`config.mk`:
```
export PLATFORM = sky130hd
export DESIGN_NAME = soc_io
export DESIGN_NICKNAME = d
export VERILOG_FILES = /design/src/rtl/soc_io_pkg.sv /design/src/rtl/sync_fifo.sv /design/src/rtl/soc_io.sv
export SDC_FILE = /design/constraint.sdc
export NUM_CORES = 1
export LEC_CHECK = 0
export ABC_AREA = 1
export CAP_MARGIN = 15
export CELL_PAD_IN_SITES_DETAIL_PLACEMENT = 1
export CELL_PAD_IN_SITES_GLOBAL_PLACEMENT = 2
export CORE_ASPECT_RATIO = 0.5
export CORE_MARGIN = 2
export CORE_UTILIZATION = 30
export CTS_CLUSTER_SIZE = 14
export DETAILED_ROUTE_END_ITERATION = 10
export PLACE_DENSITY_LB_ADDON = 0.1
export SETUP_SLACK_MARGIN = 0.3
export SYNTH_ARGS = -nofsm -noshare
export SYNTH_HDL_FRONTEND = slang
export SYNTH_SLANG_ARGS = --single-unit
```
`constraint.sdc`:
```
create_clock -name clk -period 3.9 [get_ports clk]
set_input_delay 0.975 -clock clk [delete_from_list [all_inputs] [get_ports clk]]
set_output_delay 0.975 -clock clk [all_outputs]
set_load 0.02 [all_outputs]
```
`src/rtl/soc_io_pkg.sv`:
```
// Shared definitions for the memory-mapped I/O page: register offsets, status
// bit positions and the UART transmitter state type.
package soc_io_pkg;

    // Register offsets as seen on mem_addr[3:2]
    localparam logic [1:0] LED_OFS         = 2'd0;
    localparam logic [1:0] UART_DATA_OFS   = 2'd1;
    localparam logic [1:0] UART_STATUS_OFS = 2'd2;

    localparam int unsigned STAT_FULL_BIT  = 0;
    localparam int unsigned STAT_BUSY_BIT  = 1;
    localparam int unsigned STAT_OVF_BIT   = 2;
    localparam int unsigned STAT_COUNT_LSB = 8;

    typedef enum logic [1:0] {
        StIdle,
        StStart,
        StData,
        StStop
    } uart_state_e;

endpackage

```
`src/rtl/sync_fifo.sv`:
```
// Single-clock FIFO with first-word fall-through read data and an occupancy
// count; a push into a full FIFO is accepted only when a pop frees a slot.
module sync_fifo #(
    parameter int unsigned WIDTH = 8,
    parameter int unsigned DEPTH = 16,
    localparam int unsigned AW   = $clog2(DEPTH)
) (
    input  logic             clk,
    input  logic             reset,
    input  logic             push,
    input  logic [WIDTH-1:0] wdata,
    input  logic             pop,
    output logic [WIDTH-1:0] rdata,
    output logic             full,
    output logic             empty,
    output logic [AW:0]      count
);

    logic [WIDTH-1:0] mem_q [DEPTH];
    logic [AW-1:0]    wr_ptr_q, rd_ptr_q;
    logic [AW:0]      count_q, count_d;
    logic             do_push, do_pop;

    assign empty   = (count_q == '0);
    assign full    = (count_q == (AW+1)'(DEPTH));
    assign do_pop  = pop && !empty;
    assign do_push = push && (!full || do_pop);
    assign rdata   = mem_q[rd_ptr_q];
    assign count   = count_q;

    always_comb begin
        count_d = count_q;
        unique case ({do_push, do_pop})
            2'b10:   count_d = count_q + (AW+1)'(1);
            2'b01:   count_d = count_q - (AW+1)'(1);
            default: count_d = count_q;
        endcase
    end

    always_ff @(posedge clk) begin
        if (do_push) begin
            mem_q[wr_ptr_q] <= wdata;
        end
    end

    always_ff @(posedge clk) begin
        if (!reset) begin
            wr_ptr_q <= '0;
            rd_ptr_q <= '0;
            count_q  <= '0;
        end else begin
            if (do_push) wr_ptr_q <= wr_ptr_q + AW'(1);
            if (do_pop)  rd_ptr_q <= rd_ptr_q + AW'(1);
            count_q <= count_d;
        end
    end

endmodule

```
`src/rtl/soc_io.sv`:
```
// Memory-mapped I/O page: LED register, buffered 8N1 UART transmitter and a
// status register, with registered single-cycle read data.
module soc_io
    import soc_io_pkg::*;
#(
    parameter int unsigned LED_WIDTH      = 6,
    parameter bit          LED_ACTIVE_LOW = 1'b1,
    parameter int unsigned CLK_FREQ_HZ    = 12000000,
    parameter int unsigned BAUD           = 115200,
    parameter int unsigned TX_DEPTH       = 16,
    parameter int unsigned IO_SEL_BIT     = 22
) (
    input  logic                 clk,
    input  logic                 reset,
    input  logic [31:0]          mem_addr,
    input  logic [31:0]          mem_wdata,
    input  logic [3:0]           mem_wmask,
    input  logic                 mem_rstrb,
    output logic [31:0]          mem_rdata,
    output logic                 io_sel,
    output logic [LED_WIDTH-1:0] LEDS,
    output logic                 TXD
);

    localparam int unsigned CLKS_PER_BIT = CLK_FREQ_HZ / BAUD;
    localparam int unsigned DIV_W = (CLKS_PER_BIT > 1) ? $clog2(CLKS_PER_BIT) : 1;
    localparam int unsigned CNT_W = $clog2(TX_DEPTH) + 1;

    // Bus decode
    logic [1:0] reg_ofs;
    logic       wr_en, rd_en, led_we, fifo_push, status_rd;
    logic       unused_bits;

    assign io_sel      = mem_addr[IO_SEL_BIT];
    assign reg_ofs     = mem_addr[3:2];
    assign wr_en       = io_sel && (mem_wmask != 4'b0);
    assign rd_en       = io_sel && mem_rstrb;
    assign led_we      = wr_en && (reg_ofs == LED_OFS);
    assign fifo_push   = wr_en && (reg_ofs == UART_DATA_OFS);
    assign status_rd   = rd_en && (reg_ofs == UART_STATUS_OFS);
    assign unused_bits = ^{mem_addr, mem_wdata};

    // TX FIFO
    logic [7:0]       fifo_rdata;
    logic             fifo_pop, fifo_full, fifo_empty;
    logic [CNT_W-1:0] fifo_count;

    sync_fifo #(
        .WIDTH (8),
        .DEPTH (TX_DEPTH)
    ) u_tx_fifo (
        .clk   (clk),
        .reset (reset),
        .push  (fifo_push),
        .wdata (mem_wdata[7:0]),
        .pop   (fifo_pop),
        .rdata (fifo_rdata),
        .full  (fifo_full),
        .empty (fifo_empty),
        .count (fifo_count)
    );

    // UART shifter
    uart_state_e      state_q, state_d;
    logic [DIV_W-1:0] div_q, div_d;
    logic [2:0]       bit_q, bit_d;
    logic [7:0]       shift_q, shift_d;
    logic             txd_q, txd_d;
    logic             div_last, tx_busy;

    assign div_last = (div_q == DIV_W'(CLKS_PER_BIT - 1));
    assign tx_busy  = !fifo_empty || (state_q != StIdle);

    always_comb begin
        state_d  = state_q;
        div_d    = div_q;
        bit_d    = bit_q;
        shift_d  = shift_q;
        txd_d    = txd_q;
        fifo_pop = 1'b0;
        unique case (state_q)
            StIdle: begin
                txd_d = 1'b1;
                if (!fifo_empty) begin
                    fifo_pop = 1'b1;
                    shift_d  = fifo_rdata;
                    div_d    = '0;
                    bit_d    = '0;
                    txd_d    = 1'b0;
                    state_d  = StStart;
                end
            end
            StStart: begin
                if (div_last) begin
                    div_d   = '0;
                    txd_d   = shift_q[0];
                    shift_d = {1'b0, shift_q[7:1]};
                    state_d = StData;
                end else begin
                    div_d = div_q + DIV_W'(1);
                end
            end
            StData: begin
                if (div_last) begin
                    div_d = '0;
                    if (bit_q == 3'd7) begin
                        txd_d   = 1'b1;
                        state_d = StStop;
                    end else begin
                        bit_d   = bit_q + 3'd1;
                        txd_d   = shift_q[0];
                        shift_d = {1'b0, shift_q[7:1]};
                    end
                end else begin
                    div_d = div_q + DIV_W'(1);
                end
            end
            StStop: begin
                if (div_last) begin
                    div_d   = '0;
                    state_d = StIdle;
                end else begin
                    div_d = div_q + DIV_W'(1);
                end
            end
            default: state_d = StIdle;
        endcase
    end

    // Registers and read path
    logic [LED_WIDTH-1:0] led_q;
    logic [31:0]          rdata_q, rdata_d, status_word;
    logic                 ovf_q, ovf_d, ovf_set;

    // A dropped push outranks the read-to-clear in the same cycle
    assign ovf_set = fifo_push && fifo_full && !fifo_pop;
    assign ovf_d   = ovf_set ? 1'b1 : (status_rd ? 1'b0 : ovf_q);

    always_comb begin
        status_word                            = '0;
        status_word[STAT_FULL_BIT]             = fifo_full;
        status_word[STAT_BUSY_BIT]             = tx_busy;
        status_word[STAT_OVF_BIT]              = ovf_q;
        status_word[STAT_COUNT_LSB +: 8]       = 8'(fifo_count);
    end

    always_comb begin
        rdata_d = rdata_q;
        if (rd_en) begin
            unique case (reg_ofs)
                LED_OFS:         rdata_d = 32'(led_q);
                UART_STATUS_OFS: rdata_d = status_word;
                default:         rdata_d = '0;
            endcase
        end
    end

    always_ff @(posedge clk) begin
        if (!reset) begin
            led_q   <= '0;
            rdata_q <= '0;
            ovf_q   <= 1'b0;
            state_q <= StIdle;
            div_q   <= '0;
            bit_q   <= '0;
            shift_q <= '0;
            txd_q   <= 1'b1;
        end else begin
            if (led_we) led_q <= mem_wdata[LED_WIDTH-1:0];
            rdata_q <= rdata_d;
            ovf_q   <= ovf_d;
            state_q <= state_d;
            div_q   <= div_d;
            bit_q   <= bit_d;
            shift_q <= shift_d;
            txd_q   <= txd_d;
        end
    end

    assign mem_rdata = rdata_q;
    assign TXD       = txd_q;
    assign LEDS      = LED_ACTIVE_LOW ? ~led_q : led_q;

endmodule

```
==> metrics.csv, run 1 <==
metric,value,unit
status,"finished, final reports clean",
fmax,319,MHz
skew,0.00982,ns
grt_pass1_wl,33800,µm
synth_xor_xnor_area_share,0.222,%
postLayoutCellArea,9130,µm²
antennaDiodeCount,0,
swShare,36.0,%
drt_first_pass_iters,4,
p_int,0.00358,W
power_density,612,nW/µm²
tns,0,ns
netlist_area,7880,µm²
syn_inst,751,
grt_max_degree,65,
hold_class,reg -> reg,
routedWlPerCell,18.9,µm
irDropWorstVdd,0.266,mV
cp_max_fo,4,
worstPathCellList,clkdlybuf4s50_1 > clkdlybuf4s50_1,
hold_buffers,0,
fill_cells,2836,
placement_rows,41,
start_kind,input port,
dpl.hpwl,13800,µm
pwr-share-comb,30.0,%
crit_top_cell,clkdlybuf4s50_1,
htree_num_levels,4,
drc,0,
gp_congestion,0.752,
drive_gt1_share,9.07,%
critPathArrivalTime,2.16,ns
p_clk_share,29.3,%
switchingPower,0.00201,W
top_usage_layer,met2,
clock_path_buffers,2,
cp_slowest_stage_delay,0.64,ns
routed_wl,21700,µm
path_clk_slew,0.07,ns
gr-total-overflow,0,
crit_buf_inv,2,
fp.dieArea,27700,µm²
min_period,3.13,ns
cts_buffers,17,
fp.dieW,233,µm
vias,5469,
yosysSeqAreaShare,63.0,%
syn_to_final_growth,15.9,%
seqPwrFrac,40.7,%
required,2.92,ns
drtAntennaViolNets,0,
portBuffers,36,
cts_tree,done,
grt_use_met2,25.7,%
drt-initial-drc-count,273,
ys_ff_latch,184,
slew_headroom,43.0,%
post-cts-setup-buffers,0,
chipHeight,119,µm
cp-end-kind,output port,
final_common_cell,edfxtp_1,
mostFrequentLayoutCells,"edfxtp_1, nor2_1, o21ai_0, nand2_1, dfxtp_1",
use_met3,3.38,%
grt.total_usage,16.7,%
ioPinCount,111,
core_region_area,25500,µm²
cp_top_family,buffers and inverters,
postPlaceCellArea,8600,µm²
finalNetCount,877,
slowest_stage,clkdlybuf4s50_1,
postSynthAreaPerCell,10.5,µm²
rsz0062_at_grt,no,
synth_mux_area_share,0,%
p_leak,3.16,nW
start_util,30.9,%
cts.repair.resized,0,
worst_pin_slew,0.852,ns
hold_viol,0,
routed_via_density,4.76,
met1_usage,23.7,%
clock_latency,0.44,ns
synth-simple-area-share,14.2,%
ys_warn_count,0,
setup_viol,0,
report.final.slew_viol_count,0,
synth_compound_area_share,13.5,%
antenna_found_initial,0,
fin_crit_sh,80.3,%
criticalPathCategory,in -> out,
synthDistinctLibCells,38,
synth_top_family_by_area,simple AND/OR/NAND/NOR gates,
cts_sinks,184,
maxCapViolCount,0,
cts-root-buf,clkbuf_16,
grt_pass1_vias,5593,
synth_fa_ha_area_share,2.22,%
synthesized netlist by cell type:
master / number / area share, %
edfxtp_1: 128 / 49
nor2_1: 119 / 5.7
o21ai_0: 87 / 5.5
nand2_1: 83 / 4.0
dfxtp_1: 56 / 14
inv_1: 47 / 2.2
a21oi_1: 41 / 2.6
nand3_1: 32 / 2.0
buf_4: 24 / 2.3
o221ai_1: 21 / 2.3
clkbuf_1: 19 / 0.91
ha_1: 14 / 2.2
o211ai_1: 12 / 1.1
buf_2: 7 / 0.44
inv_2: 7 / 0.33
o22ai_1: 6 / 0.48
nor3_1: 5 / 0.32
nor2_2: 4 / 0.32
a211oi_1: 3 / 0.29
a31oi_1: 3 / 0.24
nand2_2: 3 / 0.24
nand3_2: 3 / 0.38
nand3b_1: 3 / 0.29
a21oi_2: 2 / 0.22
a221oi_1: 2 / 0.22
buf_1: 2 / 0.095
buf_6: 2 / 0.29
clkbuf_2: 2 / 0.13
nand4_1: 2 / 0.16
nor2_4: 2 / 0.29
o21ai_1: 2 / 0.13
xor2_1: 2 / 0.22
a22oi_1: 1 / 0.095
a22oi_4: 1 / 0.27
conb_1: 1 / 0.048
nand3_4: 1 / 0.22
nand4_2: 1 / 0.16
nor3_4: 1 / 0.21
logic make-up (layout without fill, tap and decap cells):
logic type | count (synthesis) | count (layout)
adders and majority gates | 14 | 14
and+or+nand+nor | 259 | 259
xor gates and xnor gates | 2 | 2
other | 1 | 21
buffers and inverters | 110 | 144
AOI/OAI and AO/OA | 181 | 181
DFF | 184 | 184
sequential cells by signal, summed over array words and instances, names as in the netlist, named ones only:
signal              cells
TXD                     1
bit_q                   3
div_q                   7
led_q                   6
mem_rdata              11
ovf_q                   1
shift_q                 8
state_q                 2
u_tx_fifo.count         5
u_tx_fifo.mem_q       128
u_tx_fifo.rd_ptr_q      4
u_tx_fifo.wr_ptr_q      4
per-layer routing:
metal	share of wire [%]	wire [µm]
met2	45	9890
met4	0.72	157
met5	0	0
met1	50	10800
met3	4.0	871
layout make-up:
class                           instances  area [µm²]  share of cell area, %
Sequential cell                       184        4970                   54.4
Multi-Input combinational cell        477        2460                   26.9
Timing Repair Buffer                   58         538                   5.89
Clock buffer                           21         440                   4.82
Tap cell                              344         430                   4.71
Inverter                               54         203                   2.22
Clock inverter                         11        96.3                   1.05
power by group through the flow:
stage | sequential (W) | clock [W] | combinational (W)
after global routing | 0.00229 | 0.00178 | 0.00192
after floorplan | 0.00229 | 0 | 0.00124
after CTS | 0.00228 | 0.00169 | 0.00173
final | 0.00227 | 0.00164 | 0.00168
after detailed placement | 0.00232 | 0 | 0.00172
after global placement | 0.00232 | 0 | 0.00169
path summary, 6_finish.rpt:
kind	slack (ns)	cells after the start	endpoint	startpoint
worst min-delay path	0.47	2	shift_q[0]	shift_q[0]
worst max register to register	1.62	9	u_tx_fifo.mem_q[3][2]	state_q[0]
worst max-delay path	0.77	2	io_sel	mem_addr[22]
worst min register to register	0.47	2	shift_q[0]	shift_q[0]
metrics by stage:
step | utilization, % | total power (W) | setup slack [ns] | hold WS [ns] | std cells
finish | 35.8 | 0.00559 | 0.767 | 0.468 | 1149
global route | 35.8 | 0.00599 | 0.710 | 0.484 | 1149
CTS | 35.8 | 0.00570 | 0.752 | 0.471 | 1149
detailed placement | 33.7 | 0.00404 | 0.734 | 0.459 | 1117
global placement | 33.7 | 0.00400 | 0.720 | 0.454 | 1117
floorplan | - | 0.00353 | 1.45 | 0.435 | 771
worst register-to-register path: stages (launching register included):
cell,delay [ns]
dfxtp_1,0.33
inv_1,0.12
ha_1,0.44
nor2_1,0.12
nor2_2,0.29
inv_2,0.09
nor2_1,0.16
nand2_1,0.12
nor2_1,0.11
buf_4,0.20
(Power assumes the default switching activity.)
==> run 2: changes to the inputs <==
==> constraint.sdc (replaced) <==
create_clock -name clk -period 2.9 [get_ports clk]
set_input_delay 0.725 -clock clk [delete_from_list [all_inputs] [get_ports clk]]
set_output_delay 0.725 -clock clk [all_outputs]
set_load 0.02 [all_outputs]
==> run 2 against run 1 <==
Compared with the run above: die area unchanged; critical path type unchanged; flip-flop and latch count is the same; critical endpoint unchanged; clock skew is essentially flat; sequential share of layout area decreased by 0.53 points; critical path depth did not move; sequential power up 35%; routed wire length shrank 0.37%; cell count up 1.0%; global-route usage about the same.
==> metrics.csv, run 2 (synthesis results as in run 1) <==
metric,value,unit
status,"finished, final reports clean",
antennaDiodeCount,0,
vias,5531,
grt_pass1_vias,5698,
irDropWorstVdd,0.426,mV
fill_cells,2833,
drt_first_pass_iters,5,
placement_rows,41,
drt-initial-drc-count,306,
setup_slack,0.531,ns
reg2reg_slack,0.62,ns
crit_buf_inv,2,
hold_class,reg -> reg,
grt.total_usage,16.7,%
cp-end-kind,output port,
grt_pass1_wl,34100,µm
cts_sinks,184,
cp_top_family,buffers and inverters,
drive_gt1_share,10.8,%
chipHeight,119,µm
largest_reg_flops,128,
rsz0062_at_grt,no,
routed_wl,21700,µm
grt_max_degree,65,
post-cts-setup-buffers,0,
gr-total-overflow,0,
criticalPathCategory,in -> out,
dpl_worst_slack,0.168,ns
worst_pin_slew,0.777,ns
min_period,2.37,ns
routedWlPerCell,18.7,µm
p_leak,3.23,nW
critPathArrivalTime,1.64,ns
finalNetCount,889,
path_clk_slew,0.07,ns
slowest_stage,clkdlybuf4s50_1,
setup_viol,0,
htree_num_levels,4,
cp_max_fo,4,
cts_tree,done,
drc,0,
fp.dieW,233,µm
antenna_found_initial,1,
skew,0.0101,ns
regArea,4970,µm²
maxCapViolCount,0,
tns,0,ns
final_common_cell,edfxtp_1,
power_density,821,nW/µm²
portBuffers,36,
core_region_area,25500,µm²
dpl.hpwl,14000,µm
mostFrequentLayoutCells,"edfxtp_1, nor2_1, o21ai_0, nand2_1, dfxtp_1",
multi_input_comb_area,2460,µm²
final_core_util,36.2,%
cp_slowest_stage_delay,0.55,ns
cts-root-buf,clkbuf_16,
start_util,30.9,%
syn_to_final_growth,17.1,%
cts_buffers,17,
start_kind,input port,
hold_viol,0,
fp.dieArea,27700,µm²
regMostFlops,u_tx_fifo.mem_q,
drtAntennaViolNets,0,
worstPathCellList,clkdlybuf4s50_1 > dlygate4sd2_1,
required,2.17,ns
clock_path_buffers,2,
slew_headroom,48.1,%
gp_congestion,0.726,
clock_latency,0.44,ns
fmax,422,MHz
report.final.slew_viol_count,0,
ioPinCount,111,
fin_crit_sh,81.7,%
routed_via_density,4.76,
-- run 2: repair_timing --
item	CTS	global route
hold buffers	0	0
setup endpoints to repair	1	0
gates resized for setup	1	0
-- run 2: path summary, 6_finish.rpt --
check	endpoint	cells after the start	from
worst min-delay path	shift_q[1]	2	shift_q[1]
worst min register to register	shift_q[1]	2	shift_q[1]
worst max-delay path	io_sel	2	mem_addr[22]
worst max register to register	u_tx_fifo.count[4]	16	state_q[0]
-- run 2: cell type report --
| class | count | share of cell area (%) |
|---|---|---|
| Multi-Input combinational cell | 477 | 26.7 |
| Tap cell | 344 | 4.67 |
| Inverter | 54 | 2.20 |
| Clock buffer | 18 | 4.65 |
| Sequential cell | 184 | 53.8 |
| Timing Repair Buffer | 70 | 6.66 |
| Clock inverter | 14 | 1.32 |
-- run 2: per-layer routing --
| layer | track usage (%) | vias to the layer above | part of all wire [%] |
|---|---|---|---|
| met5 | 0 | - | 0.12 |
| met4 | 4.74 | 4 | 1.2 |
| met3 | 3.98 | 26 | 3.6 |
| met2 | 26.0 | 78 | 45 |
| met1 | 23.1 | 2726 | 50 |
| li1 | - | 2697 | - |
-- run 2: tightest hold or removal path: stages, from the launching register on --
cell     delay, ns
dfxtp_1       0.31
nand2_1       0.06
a21oi_1       0.06
-- run 2: stage by stage --
| stage | instances | power [W] | cell area, µm² | hold slack (ns) |
|---|---|---|---|---|
| global route | 1161 | 0.00810 | 9220 | 0.491 |
| detailed placement | 1129 | 0.00545 | 8670 | 0.461 |
| CTS | 1161 | 0.00769 | 9220 | 0.474 |
| global placement | 1129 | 0.00542 | 8670 | 0.453 |
| floorplan | 771 | 0.00475 | 7950 | 0.435 |
| finish | 1161 | 0.00757 | 9220 | 0.471 |
-- run 2: power by group --
group	switching, W	internal [W]	leakage, nW
logic	0.00158	0.000712	1.35
registers	0.000116	0.00294	1.61
clock network	0.00104	0.00119	0.271
total	0.00273	0.00484	3.23
==> run 3: changes to the inputs <==
==> constraint.sdc (replaced) <==
create_clock -name clk -period 2 [get_ports clk]
set_input_delay 0.5 -clock clk [delete_from_list [all_inputs] [get_ports clk]]
set_output_delay 0.5 -clock clk [all_outputs]
set_load 0.02 [all_outputs]
==> run 3 against run 2 <==
Compared with the run above: first-iteration DRC count increased by 2.6%; largest cell class unchanged; die area did not move; power grew 70%; routed wire length is 11% higher; critical path depth rose by 7; non-clock buffer count is 67 higher; sequential share of layout area fell by 6.3 points; clock power increased by 52%; via count up 6.4%; combinational power up 120%; clock skew down 0.0012 ns.
==> metrics.csv, run 3 (synthesis results as in run 1) <==
metric,value,unit
mostFrequentLayoutCells,"edfxtp_1, nor2_1, o21ai_0, buf_4, nand2_1",
portBuffers,36,
rr_startpoint,state_q[1],
cp_max_fo,8,
power_density,1230,nW/µm²
holdWs,0.448,ns
drc,0,
fp.dieArea,27700,µm²
routedWlPerCell,19.6,µm
p_leak,3.80,nW
placed_cells,1165,
clock_latency,0.45,ns
cp_top_family,simple AND/OR/NAND/NOR gates,
routed_wl,24000,µm
timing.critical_path.from,state_q[1],
largest_reg_flops,128,
drt-initial-drc-count,314,
start_util,30.9,%
rsz0062_at_grt,yes,
gp_congestion,0.789,
min_period,1.73,ns
maxCapViolCount,0,
cts_buffers,17,
slew_headroom,58.4,%
worstPathCellList,inv_4 > ha_4 > nor2_2 > nor2_4 > inv_2 > nor2_4 > nand2_4 > nor2_4 > buf_12,
worst_pin_slew,0.623,ns
drtAntennaViolNets,0,
status,"finished, final reports clean",
core_region_area,25500,µm²
htree_num_levels,4,
syn_to_final_growth,33.0,%
cp-end-kind,flop,
routed_via_density,4.79,
crit_buf_inv,3,
cts_tree,done,
hold_viol,0,
top_usage_layer,met2,
fin_crit_sh,86.3,%
grt_pass1_wl,35600,µm
setup_viol,0,
finalNetCount,957,
hp-start,div_q[0],
clock_path_buffers,2,
skew,0.00891,ns
antenna_found_initial,0,
hold_class,reg -> reg,
criticalPathCategory,reg -> reg,
critPathArrivalTime,1.89,ns
dpl.hpwl,15400,µm
cp_slowest_stage_delay,0.36,ns
path_clk_slew,0.07,ns
chipHeight,119,µm
postPlaceCellArea,9240,µm²
drive_gt1_share,27.5,%
regMostFlops,u_tx_fifo.mem_q,
use_met3,3.14,%
ioPinCount,111,
final_common_cell,edfxtp_1,
gr-total-overflow,0,
grt_max_degree,51,
grt.total_usage,17.5,%
met1_usage,23.9,%
cts-root-buf,clkbuf_16,
cts_sinks,184,
crit_top_cell,nor2_4,
start_kind,flop,
placement_rows,41,
grt_use_met2,27.9,%
fmax,580,MHz
irDropWorstVdd,0.588,mV
slowest_stage,dfxtp_4,
drt_first_pass_iters,4,
postLayoutCellArea,10500,µm²
report.final.slew_viol_count,0,
grt_pass1_vias,5992,
vias,5884,
antennaDiodeCount,0,
required,2.17,ns
fp.dieW,233,µm
instances_no_fill,1228,
## run 3: cell count changes in the layout (fill, tap and decap cells not counted), moves of 11 or more
cell and delta:
nand2_1 -17, nor2_4 +16, dlygate4sd2_1 +17, nand2_2 +11, buf_12 +17, buf_4 +33, clkdlybuf4s50_1 -25, buf_6 +13
nand3_1 -11, nor2_1 -27, nor2_2 +11
## run 3: per-stage QoR
step                util (%)  TNS [ns]  worst slack (ns)  total power (W)
floorplan                  -         0             0.274          0.00694
global placement        36.2    -61.45            -0.527          0.00836
detailed placement      36.2    -65.41            -0.560          0.00840
CTS                     39.3         0             0.265           0.0122
global route            41.1         0             0.176           0.0137
finish                  41.1         0             0.275           0.0128
## run 3: report_power, final
group	switching [W]	internal (W)	leakage (nW)
Combinational	0.00297	0.00205	1.91
Sequential	0.000155	0.00428	1.61
Clock	0.00155	0.00185	0.277
## run 3: repair_timing
| item | 4_1_cts | 5_1_grt |
|---|---|---|
| buffers inserted | 10 | 16 |
| gates resized for setup | 59 | 81 |
| pin swaps | 9 | 30 |
| cloned | 1 | 5 |
| setup endpoints to repair | 173 | 76 |
| hold buffers | 0 | 0 |
## run 3: area by class of cell
type                    count  area, µm²
repair buffers            137       1410
well taps                 344        430
inverters                  54        233
fillers                  2758      15000
flip-flops and latches    184       4980
clock inverters            13        146
clock buffers              18        429
multi-input cells         478       2850
## run 3: routing by layer
layer	wire length, µm	vias up
met5	0	-
met4	327	0
met3	672	25
met2	11300	64
met1	11700	2948
li1	-	2847
## run 3: worst paths after layout
path,endpoint,slack (ns),cells past startpoint
worst max register to register,u_tx_fifo.mem_q[3][0],0.27,9
worst min register to register,div_q[0],0.45,1
worst max-delay path,u_tx_fifo.mem_q[3][0],0.27,9
worst min-delay path,div_q[0],0.45,1
